### src/rtl/bist_session_scheduler.sv
// Runs one BIST pass per enabled core through a shared controller and collects per-core verdicts.
// Optional watchdog per core run: define BIST_TIMEOUT_EN.
module bist_session_scheduler #(
  parameter int  NUM_CORES      = 4,
  parameter int  TIMEOUT_CYCLES = 700,
  localparam int SEL_W          = (NUM_CORES > 1) ? $clog2(NUM_CORES) : 1
) (
  input  logic                 clk,
  input  logic                 reset,
  input  logic                 start,
  input  logic [NUM_CORES-1:0] core_mask,
  output logic                 ctl_start,
  output logic [SEL_W-1:0]     core_sel,
  input  logic                 ctl_done,
  input  logic                 ctl_pass,
  output logic                 busy,
  output logic                 done,
  output logic                 pass_fail,
  output logic [NUM_CORES-1:0] fail_vec,
  output logic                 timeout
);

  localparam logic [2:0] S_IDLE   = 3'd0;
  localparam logic [2:0] S_SELECT = 3'd1;
  localparam logic [2:0] S_LAUNCH = 3'd2;
  localparam logic [2:0] S_WAIT   = 3'd3;
  localparam logic [2:0] S_FINISH = 3'd4;

  if (NUM_CORES < 2 || NUM_CORES > 16 || TIMEOUT_CYCLES < 1) begin : g_param_chk
    $error("bist_session_scheduler: parameter out of range");
  end

  logic [2:0]           state_q, state_d;
  logic [NUM_CORES-1:0] mask_q, mask_d;
  logic [NUM_CORES-1:0] fail_vec_q, fail_vec_d;
  logic [SEL_W-1:0]     core_sel_q, core_sel_d, low_idx;
  logic                 ctl_start_q, ctl_start_d;
  logic                 busy_q, busy_d;
  logic                 sess_done_q, sess_done_d;
  logic                 pass_fail_q, pass_fail_d;
  logic                 done_q, done_edge;
  logic                 timeout_q, timeout_d;

`ifdef BIST_TIMEOUT_EN
  localparam int WD_W = $clog2(TIMEOUT_CYCLES + 1);
  logic [WD_W-1:0] wdog_q, wdog_d;
`endif

  // A level left high by the previous run must not count as completion.
  assign done_edge = ctl_done & ~done_q;

  always_comb begin
    low_idx = '0;
    for (int i = NUM_CORES - 1; i >= 0; i--)
      if (mask_q[i]) low_idx = SEL_W'(i);
  end

  always_comb begin
    state_d     = state_q;
    mask_d      = mask_q;
    fail_vec_d  = fail_vec_q;
    core_sel_d  = core_sel_q;
    ctl_start_d = 1'b0;
    busy_d      = busy_q;
    sess_done_d = 1'b0;
    pass_fail_d = pass_fail_q;
    timeout_d   = timeout_q;
`ifdef BIST_TIMEOUT_EN
    wdog_d      = wdog_q;
`endif
    case (state_q)
      S_IDLE: begin
        if (start) begin
          mask_d     = core_mask;
          fail_vec_d = '0;
          timeout_d  = 1'b0;
          busy_d     = 1'b1;
          state_d    = (core_mask == '0) ? S_FINISH : S_SELECT;
        end
      end
      S_SELECT: begin
        if (mask_q != '0) begin
          core_sel_d      = low_idx;
          mask_d[low_idx] = 1'b0;
          ctl_start_d     = 1'b1;
          state_d         = S_LAUNCH;
        end else begin
          state_d = S_FINISH;
        end
      end
      S_LAUNCH: begin
`ifdef BIST_TIMEOUT_EN
        wdog_d = '0;
`endif
        state_d = S_WAIT;
      end
      S_WAIT: begin
        if (done_edge) begin
          fail_vec_d[core_sel_q] = ~ctl_pass;
          state_d                = S_SELECT;
`ifdef BIST_TIMEOUT_EN
        end else if (wdog_q == WD_W'(TIMEOUT_CYCLES - 1)) begin
          fail_vec_d[core_sel_q] = 1'b1;
          timeout_d              = 1'b1;
          state_d                = S_SELECT;
        end else begin
          wdog_d = wdog_q + WD_W'(1);
`endif
        end
      end
      S_FINISH: begin
        sess_done_d = 1'b1;
        pass_fail_d = (fail_vec_q == '0);
        busy_d      = 1'b0;
        state_d     = S_IDLE;
      end
      default: state_d = S_IDLE;
    endcase
  end

  always_ff @(posedge clk or posedge reset) begin
    if (reset) begin
      state_q     <= S_IDLE;
      mask_q      <= '0;
      fail_vec_q  <= '0;
      core_sel_q  <= '0;
      ctl_start_q <= 1'b0;
      busy_q      <= 1'b0;
      sess_done_q <= 1'b0;
      pass_fail_q <= 1'b0;
      done_q      <= 1'b0;
      timeout_q   <= 1'b0;
`ifdef BIST_TIMEOUT_EN
      wdog_q      <= '0;
`endif
    end else begin
      state_q     <= state_d;
      mask_q      <= mask_d;
      fail_vec_q  <= fail_vec_d;
      core_sel_q  <= core_sel_d;
      ctl_start_q <= ctl_start_d;
      busy_q      <= busy_d;
      sess_done_q <= sess_done_d;
      pass_fail_q <= pass_fail_d;
      done_q      <= ctl_done;
      timeout_q   <= timeout_d;
`ifdef BIST_TIMEOUT_EN
      wdog_q      <= wdog_d;
`endif
    end
  end

  assign ctl_start = ctl_start_q;
  assign core_sel  = core_sel_q;
  assign busy      = busy_q;
  assign done      = sess_done_q;
  assign pass_fail = pass_fail_q;
  assign fail_vec  = fail_vec_q;
`ifdef BIST_TIMEOUT_EN
  assign timeout   = timeout_q;
`else
  assign timeout   = 1'b0;
`endif

endmodule

### config.mk
export PLATFORM = sky130hd
export DESIGN_NAME = bist_session_scheduler
export DESIGN_NICKNAME = d
export VERILOG_FILES = /design/src/rtl/bist_session_scheduler.sv
export SDC_FILE = /design/constraint.sdc
export NUM_CORES = 1
export LEC_CHECK = 0
export ABC_AREA = 1
export ABC_CLOCK_PERIOD_IN_PS = 3700
export CORE_UTILIZATION = 45
export CTS_BUF_LIST = sky130_fd_sc_hd__clkbuf_8
export DETAILED_ROUTE_END_ITERATION = 8
export PLACE_DENSITY = 0.69
export SLEW_MARGIN = 5
export SYNTH_ARGS = -nofsm -noshare
export SYNTH_HDL_FRONTEND = slang
export SYNTH_SLANG_ARGS = --single-unit
### constraint.sdc
create_clock -name clk -period 3.7 [get_ports clk]
set_clock_uncertainty 0.15 [all_clocks]
set_input_delay 0.37 -clock clk [delete_from_list [all_inputs] [get_ports clk]]
set_output_delay 0.37 -clock clk [all_outputs]
set_load 0.02 [all_outputs]
# After elaboration in Yosys (flattened, before gate mapping)
# Index checks and enable logic that the tools add are counted.
# word_totals
out_inout_bits	11
reg_bits	18
word_cells	64
in_bits	9
# op_classes
reduce_logical	14
eq_ne	7
mux	25
bitwise	5
order_cmp	4
# op_table
cell	count
$mux W4	4
$pmux W4 S2	2
$mux W3	4
$pmux W3 S4	1
$logic_not A4 Y1	2
$mux W2	4
$eq A3 B2 Y1 const B	2
$lt A2 B3 Y1 const B	2
$mux W1	6
$ne A2 B2 Y1 const B	3
$reduce_and A2 Y1	3
$reduce_and A3 Y1	2
$reduce_bool A2 Y1	3
$and A4 B4 Y4	1
$bwmux W4	1
$demux W1 S2	2
$ge A2 B1 Y1 const B	2
$not A4 Y4	1
$reduce_bool A4 Y1	1
$eq A3 B1 Y1 const B	1
$eq A3 B3 Y1 const B	1
$logic_not A3 Y1	1
$logic_and A1 B1 Y1	2
$not A1 Y1	2
2 further kinds	2

# Depth between registers and ports, before layout
# depth
depth_word	12
depth_mapped	7
mapped_depth_nobuf	7

# Worst setup path before layout
# No wires, ideal clock.
# synth_timing
kind	flip-flop to flip-flop
from	reg state_q[0]
to	reg mask_q[3]
slack_ns	2.396
arrival_time_ns	1.033
stages_incl_launch_ff	7
setup_time_ns	0.121
n_path_buf	0
required_time_ns	3.429
period_less_slack_ns	1.304
cell_sequence	dfrtp_1 > nor2_2 > nand3_4 > nand2_4 > nor2_4 > nand2_1 > o21ai_1
# synth_between
elab_chain_len	3
word_cells_on_any_way	7
cone_classes	eq/ne (3); mux (1); reduce/logical (3)
# synth_rtl
item	line	text
start: declaration	33	logic [2:0] state_q, state_d;
start signal: assignment	137	state_q <= state_d;
$eq A3 B1 Y1 or $logic_not A3 Y1 (tied branches)	71	case (state_q)
$ne A2 B2 Y1 (no line) or $reduce_bool A2 Y1 (tied branches)	--	
$reduce_and A3 Y1 (no line)	--	
end signal: assignment	138	mask_q <= mask_d;
end: declaration	34	logic [NUM_CORES-1:0] mask_q, mask_d;
# Parallel ways exist; a longest one is shown, timed or not.
# A chain may end at the register's enable or synchronous reset.

# Final worst setup path
# layout_timing
from	reg core_sel_q[0], in the netlist core_sel[0]
to	out core_sel[0]
# layout_lines
item	line	text
start: declaration	36	logic [SEL_W-1:0] core_sel_q, core_sel_d, low_idx;
start signal: assignment	140	core_sel_q <= core_sel_d;
end: declaration	13	output logic [SEL_W-1:0] core_sel,
# No word-level cell between the ends.

==> reports/metrics.yaml <==
run_status:
  status: "finished, final reports clean"
cts:
  cts_tree: "yes"
  clk_path_buf_depth: 2
  cts_hold_buf: 0
  cts_buffers: 3
  worstSkewPairLatency_ns: 0.25
  cts_root_buf: "clkbuf_8"
  cts_setup_buffers: 0
  clkTransAtPathRegs_ns: 0.07
  postCtsResizedCells: 0
  cts_max_level: 1
  cts.sinks: 18
drt:
  drc: 0
  dr.pass1.iters: 4
  drtAntennaViolNets: 0
  wl_per_cell_um: 10.7
  via_per_inst: 4.92
  wirelength_um: 1830
  drt_iter0_drc: 15
  vias: 842
critical_path:
  cp_top_family: "buffers and inverters"
  path_buf_inv: 1
  required_ns: 3.18
  critPathSlowestCell: "clkdlybuf4s50_1"
  critPathKind: "reg2out"
  cp-start-kind: "flip-flop"
  critPathMaxFanout: 8
  worstSetupEndpointType: "output pin"
  path_cells: "clkdlybuf4s50_1"
  slowest_delay_ns: 0.65
  arrival_ns: 1.36
  r2r_slack_ns: 2.28
finish:
  final_common_cell: "nand2_1"
  final_nets: 154
  mostFrequentLayoutCells: "35 x nand2_1, 18 x dfrtp_1, 18 x clkdlybuf4s50_1, 14 x nor2_1, 13 x inv_1"
  antenna_cells: 0
  syn_to_final_growth_pct: 26.8
  drive_gt1_share_pct: 12.5
  final_cells: 171
  fill_cells: 195
placed_design:
  hpwl_um: 1460
  port-buffer-count: 18
  dp.cells: 167
  pre_cts_slack_ns: 2.01
  gp_congestion: 0.836
pwr:
  p_comb_share_pct: 52.3
  power_frac_seq_pct: 32.7
  power.density_nw_per_um2: 858
  clockPowerShare_pct: 15.0
  p_leak_nw: 0.608
  vdd_drop_max_v: 0.000402
  p_sw_share_pct: 45.0
  power_switching_uw: 477
  internal-power_uw: 584
yosys:
  avgSynthCellArea_sq_um: 7.92
  synthMuxAreaShare_pct: 0
  synthDistinctLibCells: 26
  synth_top_area_share_pct: 46.2
  yosys.area_share.simple_pct: 35.9
  synthAdderAreaFrac_pct: 0
  synth_nets: 132
  ys_ff_latch: 18
  synthTopCellsByArea: "dfrtp_1 46%, nand2_1 13%, nor2_1 5.4%"
  ys_warn_count: 0
  synth_area_leader_cell: "dfrtp_1"
  synthCells: 123
  synth_compound_area_share_pct: 10.5
  synthXorXnorAreaFrac_pct: 0
  syn-cell-area_sq_um: 975
  seq_area_frac_synth_pct: 46.2
  synth_top_family_by_area: "simple AND/OR/NAND/NOR gates"
hold_path:
  worstHoldPathType: "reg2reg"
grt:
  grt_pass1_wl_um: 3400
  grt_pass1_vias: 801
  grt_use_total_pct: 19.3
  grt_max_degree: 19
  grt_antenna_before_repair: 0
  grt_overflow_total: 0
die:
  std_cell_rows: 16
  coreArea_sq_um: 2000
  fp.dieW_um: 48.5
  boundaryPins: 20
  chipHeight_um: 48.5
  start_util_pct: 48.7
  die_area_sq_um: 2360
timing:
  worst_slack_ns: 1.82
  slew_headroom_pct: 55.8
  whs_ns: 0.349
  rsz0062_at_grt: "false"
  setup_viol: 0
  hold_violations: 0
  fin_crit_sh_pct: 50.7
  max_freq_ghz: 0.533
  period_needed_ns: 1.88
  worst_pin_slew_ns: 0.662
  slew_violations: 0
  fin_tns_setup_ns: 0
run:
  drv_cap: 0
-- path summary, 6_finish.rpt --
path | startpoint | endpoint | depth (start not counted)
worst max-delay path | core_sel[0] | core_sel[0] | 1
worst min-delay path | fail_vec[0] | fail_vec[0] | 2
worst max register to register | state_q[0] | mask_q[3] | 6
worst min register to register | fail_vec[0] | fail_vec[0] | 2
max in group asynchronous | reset | fail_vec[2] | 2
min in group asynchronous | reset | state_q[0] | 2
-- cell usage after synthesis (all sizes together) --
cell type,instances
nand3b,1
clkinv,1
o21a,1
nand2,37
conb,1
dfrtp,18
nor2,18
o211ai,1
nor3,1
buf,1
a21oi,2
nand4,4
nand3,10
o21ai,11
inv,15
a21boi,1
-- flip-flops by register name, summed over array words and instances, names as in the netlist --
name / count
done_q: 1
busy: 1
state_q: 3
pass_fail: 1
core_sel: 2
fail_vec: 4
ctl_start: 1
mask_q: 4
done: 1
-- power by group through the flow --
stage	Combinational [mW]	Sequential (mW)	Clock [mW]
2_1_floorplan	0.367	0.383	0
3_3_place_gp	0.552	0.348	0
3_5_place_dp	0.561	0.351	0
4_1_cts	0.563	0.347	0.166
5_1_grt	0.628	0.363	0.172
6_report	0.555	0.347	0.159
-- stage by stage --
stage / area, sq um / power (mW) / util, %
finish: 1240 / 1.06 / 61.8
global route: 1240 / 1.16 / 61.8
CTS: 1240 / 1.08 / 61.8
detailed placement: 1180 / 0.912 / 59.0
global placement: 1180 / 0.900 / 59.0
floorplan: 975 / 0.751 / -
-- cell type report --
type | count | area, sq um | area share [%]
Inverter | 16 | 60.1 | 4.86
Tap cell | 27 | 33.8 | 2.73
Timing Repair Buffer | 18 | 180 | 14.6
Clock buffer | 4 | 55.1 | 4.45
Multi-Input combinational cell | 88 | 457 | 36.9
Sequential cell | 18 | 450 | 36.4
-- kinds of logic after synthesis --
group                  Yosys count
AND/OR/NAND/NOR                 71
flip-flops                      18
buffers and inverters           17
AO/OA/AOI/OAI                   16
other                            1
-- routing by layer --
metal  GRT usage, %  routed length (um)  vias up
met1           22.3                 774      380
met2           33.1                 919       24
li1               -                   -      434
met3           2.83                  84        4
met4           12.7                  48        0
met5              0                   0        -
Note: power is estimated with default switching activity, not from simulation.
==> RTL edit 1 (same flow settings) <==
Change the parameter `NUM_CORES` from 4 to 2.
--- a/src/rtl/bist_session_scheduler.sv
+++ b/src/rtl/bist_session_scheduler.sv
@@ -1,7 +1,7 @@
 // Runs one BIST pass per enabled core through a shared controller and collects per-core verdicts.
 // Optional watchdog per core run: define BIST_TIMEOUT_EN.
 module bist_session_scheduler #(
-  parameter int  NUM_CORES      = 4,
+  parameter int  NUM_CORES      = 2,
   parameter int  TIMEOUT_CYCLES = 700,
   localparam int SEL_W          = (NUM_CORES > 1) ? $clog2(NUM_CORES) : 1
 ) (
Ports: changed (resized core_mask, core_sel and fail_vec); port bits go from 20 to 15. The function was not compared with the original's and may differ.
==> RTL edit 1 against the original RTL <==
- setup slack better by 0.11 ns
- cell area shrank 33%
- maximum frequency is 6.2% higher
- hold slack lost 0.049 ns
- sequential cell count fell by 5
- first-iteration DRC count shrank 53%
- routed wire length down 33%
- clock power is 22% lower
- combinational power fell by 47%
- area after synthesis down 34%
- power is 38% lower
==> RTL edit 1: results (changes against the original RTL) <==
Run status
  • Outcome: finished clean

STA
  • Fin crit period: 1.77 ns (-0.109 ns)

Synth
  • Mux contribution to synthesized area: 0 (unchanged)
  • Commonest cells post-synth: nand2_1 (22), dfrtp_1 (13), nor2_1 (10)
  • Synth Instances: 80 (-35%)
  • Post-synthesis compound-gate area fraction: 0.0762 (-0.0291)
  • Synth unique cells: 18 (-31%)
  • Sequential area share after synthesis: 0.508 (+0.0457)

Pwr
  • Max VDD drop: 319 uV (-20%)
  • Sw frac: 0.414 (-0.0362)
  • Static leakage: 0.425 nW (-30%)

Place
  • Post-Place Cells: 107 (-36%)
  • Placed Area: 782 um2 (-34%)
  • Routability cong.: 0.784 (-6.2%)
  • DP Wirelength: 937 um (-36%)
  • Post-place setup slack: 2.07 ns (+0.0537 ns)
  • Port buffer count: 13 (-5)

Global route
  • Grt met1 use: 0.242 (+0.0192)
  • Tot GR Track Use: 0.189 (-0.00382)
  • Vias in the first global route: 459 (-43%)
  • Met2 GRT Util: 0.283 (-0.0482)
  • Global-route wire length before repair: 1.90 mm (-44%)
  • Met3 global-route usage: 0.0341 (+0.00579)
  • Largest net degree at the start of global routing: 14 (-5)

Cells and area
  • Layout cells sized above 1: 0.135 (+0.0104)
  • Total Nets Final: 104 (-32%)

Drt
  • Vias per std cell: 4.94 (+0.26%)
  • WL met2: 582 um (-37%)
  • Wirelength per Cell: 11.1 um (+3.9%)
  • Final WL: 1.23 mm (-33%)
  • Starting DRT DRC Count: 7 (-8)

Worst setup path
  • Reg2reg end: state_q[0]
  • Worst path arrival time: 1.25 ns (-0.11 ns)
  • CP startpoint: core_sel
  • CP max stage delay: 0.62 ns (-0.03 ns)
  • Critical path endpoint: core_sel
  • Worst r2r src: state_q[1]

CTS
  • Worst-path clk slew: 0.05 ns (-0.02 ns)
[RTL edit 1: changes by cell type after synthesis, moves of 4 or more]
cell	before	now
o21ai_1	6	2
nor2_1	14	10
dfrtp_1	18	13
inv_1	13	7
nand2_1	35	22
[RTL edit 1: logic make-up after synthesis]
kind of cell	count (synthesis)
and+or+nand+nor	47
buffers and inverters	10
DFF	13
other	1
AOI/OAI and AO/OA	9
[RTL edit 1: area by class of cell]
type | count | area [um2]
multi-input cells | 57 | 274
fillers | 110 | 490
clock buffers | 3 | 41.3
inverters | 9 | 33.8
well taps | 15 | 18.8
flip-flops and latches | 13 | 325
clock inverters | 1 | 3.75
repair buffers | 13 | 130
[RTL edit 1: power groups by stage]
stage	logic [mW]	clock network [mW]	registers, mW
floorplan	0.169	0	0.272
global placement	0.288	0	0.245
detailed placement	0.292	0	0.247
CTS	0.294	0.126	0.245
global route	0.328	0.131	0.253
finish	0.293	0.124	0.245
==> RTL edit 2 (same settings) <==
Without the edit above. Make the reset (`reset`) synchronous in one clocked block.
--- a/src/rtl/bist_session_scheduler.sv
+++ b/src/rtl/bist_session_scheduler.sv
@@ -118,7 +118,7 @@
     endcase
   end
 
-  always_ff @(posedge clk or posedge reset) begin
+  always_ff @(posedge clk) begin
     if (reset) begin
       state_q     <= S_IDLE;
       mask_q      <= '0;
Formal check against the unedited RTL: differs if reset is asserted again (counterexample within 4 cycles, from zero or initial values and one cycle with reset high); with reset held inactive, the same outputs for 10 cycles.
==> RTL edit 2 against the original RTL <==
- global-route usage up 2.0 points
- setup slack better by 0.061 ns
- area after synthesis shrank 8.5%
- routed wire length grew 6.8%
- sequential cell count did not move
- die area down 8.1%
- cell area shrank 9.2%
- largest cell class unchanged
- highest routed layer unchanged
Power is not compared: it rests on default switching activity, and its combinational part moved more than twofold at a synthesized area within 25%.
==> RTL edit 2: results (changes against the original RTL) <==
Worst setup path
  • Reg2reg end: mask_q[3]
  • CP max stage delay: 0.63 ns (-0.02 ns)
  • Worst path arrival time: 1.30 ns (-0.06 ns)
  • Worst R2R Path Depth: 7 (+1)
  • Crit Path Max Fanout: 6 (-2)
  • Worst r2r src: state_q[0]

Cells and area
  • Finished Layout Cells: 172 (+0.58%)

Global route
  • Largest net degree at the start of global routing: 15 (-4)
  • Tot GR Track Use: 0.213 (+0.0197)
  • Met2 GRT Util: 0.319 (-0.0115)
  • Grt met1 use: 0.303 (+0.0804)
  • Met3 global-route usage: 0.0353 (+0.00699)

Drt
  • Met1 wire length: 936 um (+21%)
  • Wire length on met3: 89 um (+6.0%)
  • Vias per std cell: 4.95 (+0.48%)
  • Wirelength per Cell: 11.3 um (+6.2%)
  • Starting DRT DRC Count: 12 (-3)

Run status
  • Outcome: finished clean

Synth
  • Sequential area share after synthesis: 0.404 (-0.0582)
  • Ranking of synthesized cells by area: dfxtp_1 (40%), nand2_1 (14%), a21oi_1 (6.7%)
  • Synth Instances: 129 (+4.9%)
  • Syn_nets: 138 (+4.5%)
  • Commonest cells post-synth: nand2_1 (34), dfxtp_1 (18), nor2_1 (16)

Place
  • Post-place setup slack: 1.82 ns (-0.188 ns)
  • Routability cong.: 0.782 (-6.4%)

Worst hold path
  • Hold Path Sink: busy
  • Min-delay src: busy

STA
  • Hold slack: 0.331 ns (-0.0180 ns)
[RTL edit 2: changes by cell type in the layout (fill, tap and decap cells not counted), moves of 2 or more]
| cell | before | now |
|---|---|---|
| dfrtp_1 | 18 | 0 |
| o21ai_1 | 6 | 0 |
| nand3_1 | 7 | 11 |
| dfxtp_1 | 0 | 18 |
| a21oi_1 | 2 | 12 |
| nor2_1 | 14 | 16 |
| inv_1 | 13 | 11 |
[RTL edit 2: how the worst max path moves through the flow]
stage	from	to	slack [ns]	depth (start not counted)
3_3_place_gp	reset	core_sel[1]	1.87	3
4_1_cts	core_sel[1]	core_sel[1]	1.88	1
6_report	core_sel[1]	core_sel[1]	1.88	1
2_1_floorplan	state_q[0]	mask_q[3]	2.43	7
3_5_place_dp	reset	core_sel[1]	1.82	3
5_1_grt	core_sel[1]	core_sel[1]	1.83	1
[RTL edit 2: cell type report]
type / instances / area (um2) / area share
clock buffer: 3 / 41.3 / 0.0368
inverter: 14 / 52.6 / 0.0468
multi-input combinational: 94 / 457 / 0.407
sequential: 18 / 360 / 0.321
tap: 25 / 31.3 / 0.0279
timing repair buffer: 18 / 180 / 0.161
[RTL edit 2: power by group]
part	total, mW	internal (mW)	switching [mW]
clock	0.134	0.0722	0.0622
combinational	0.247	0.0927	0.154
sequential	0.250	0.221	0.0291
total	0.631	0.385	0.246
[RTL edit 2: cells by family (layout without fill, tap and decap cells)]
| kind of cell | after synthesis | after routing | share of synthesized area |
|---|---|---|---|
| AOI/OAI and AO/OA | 18 | 18 | 0.118 |
| DFF | 18 | 18 | 0.404 |
| buffers and inverters | 17 | 35 | 0.0841 |
| and+or+nand+nor | 75 | 75 | 0.390 |
| other | 1 | 1 | 0.00420 |
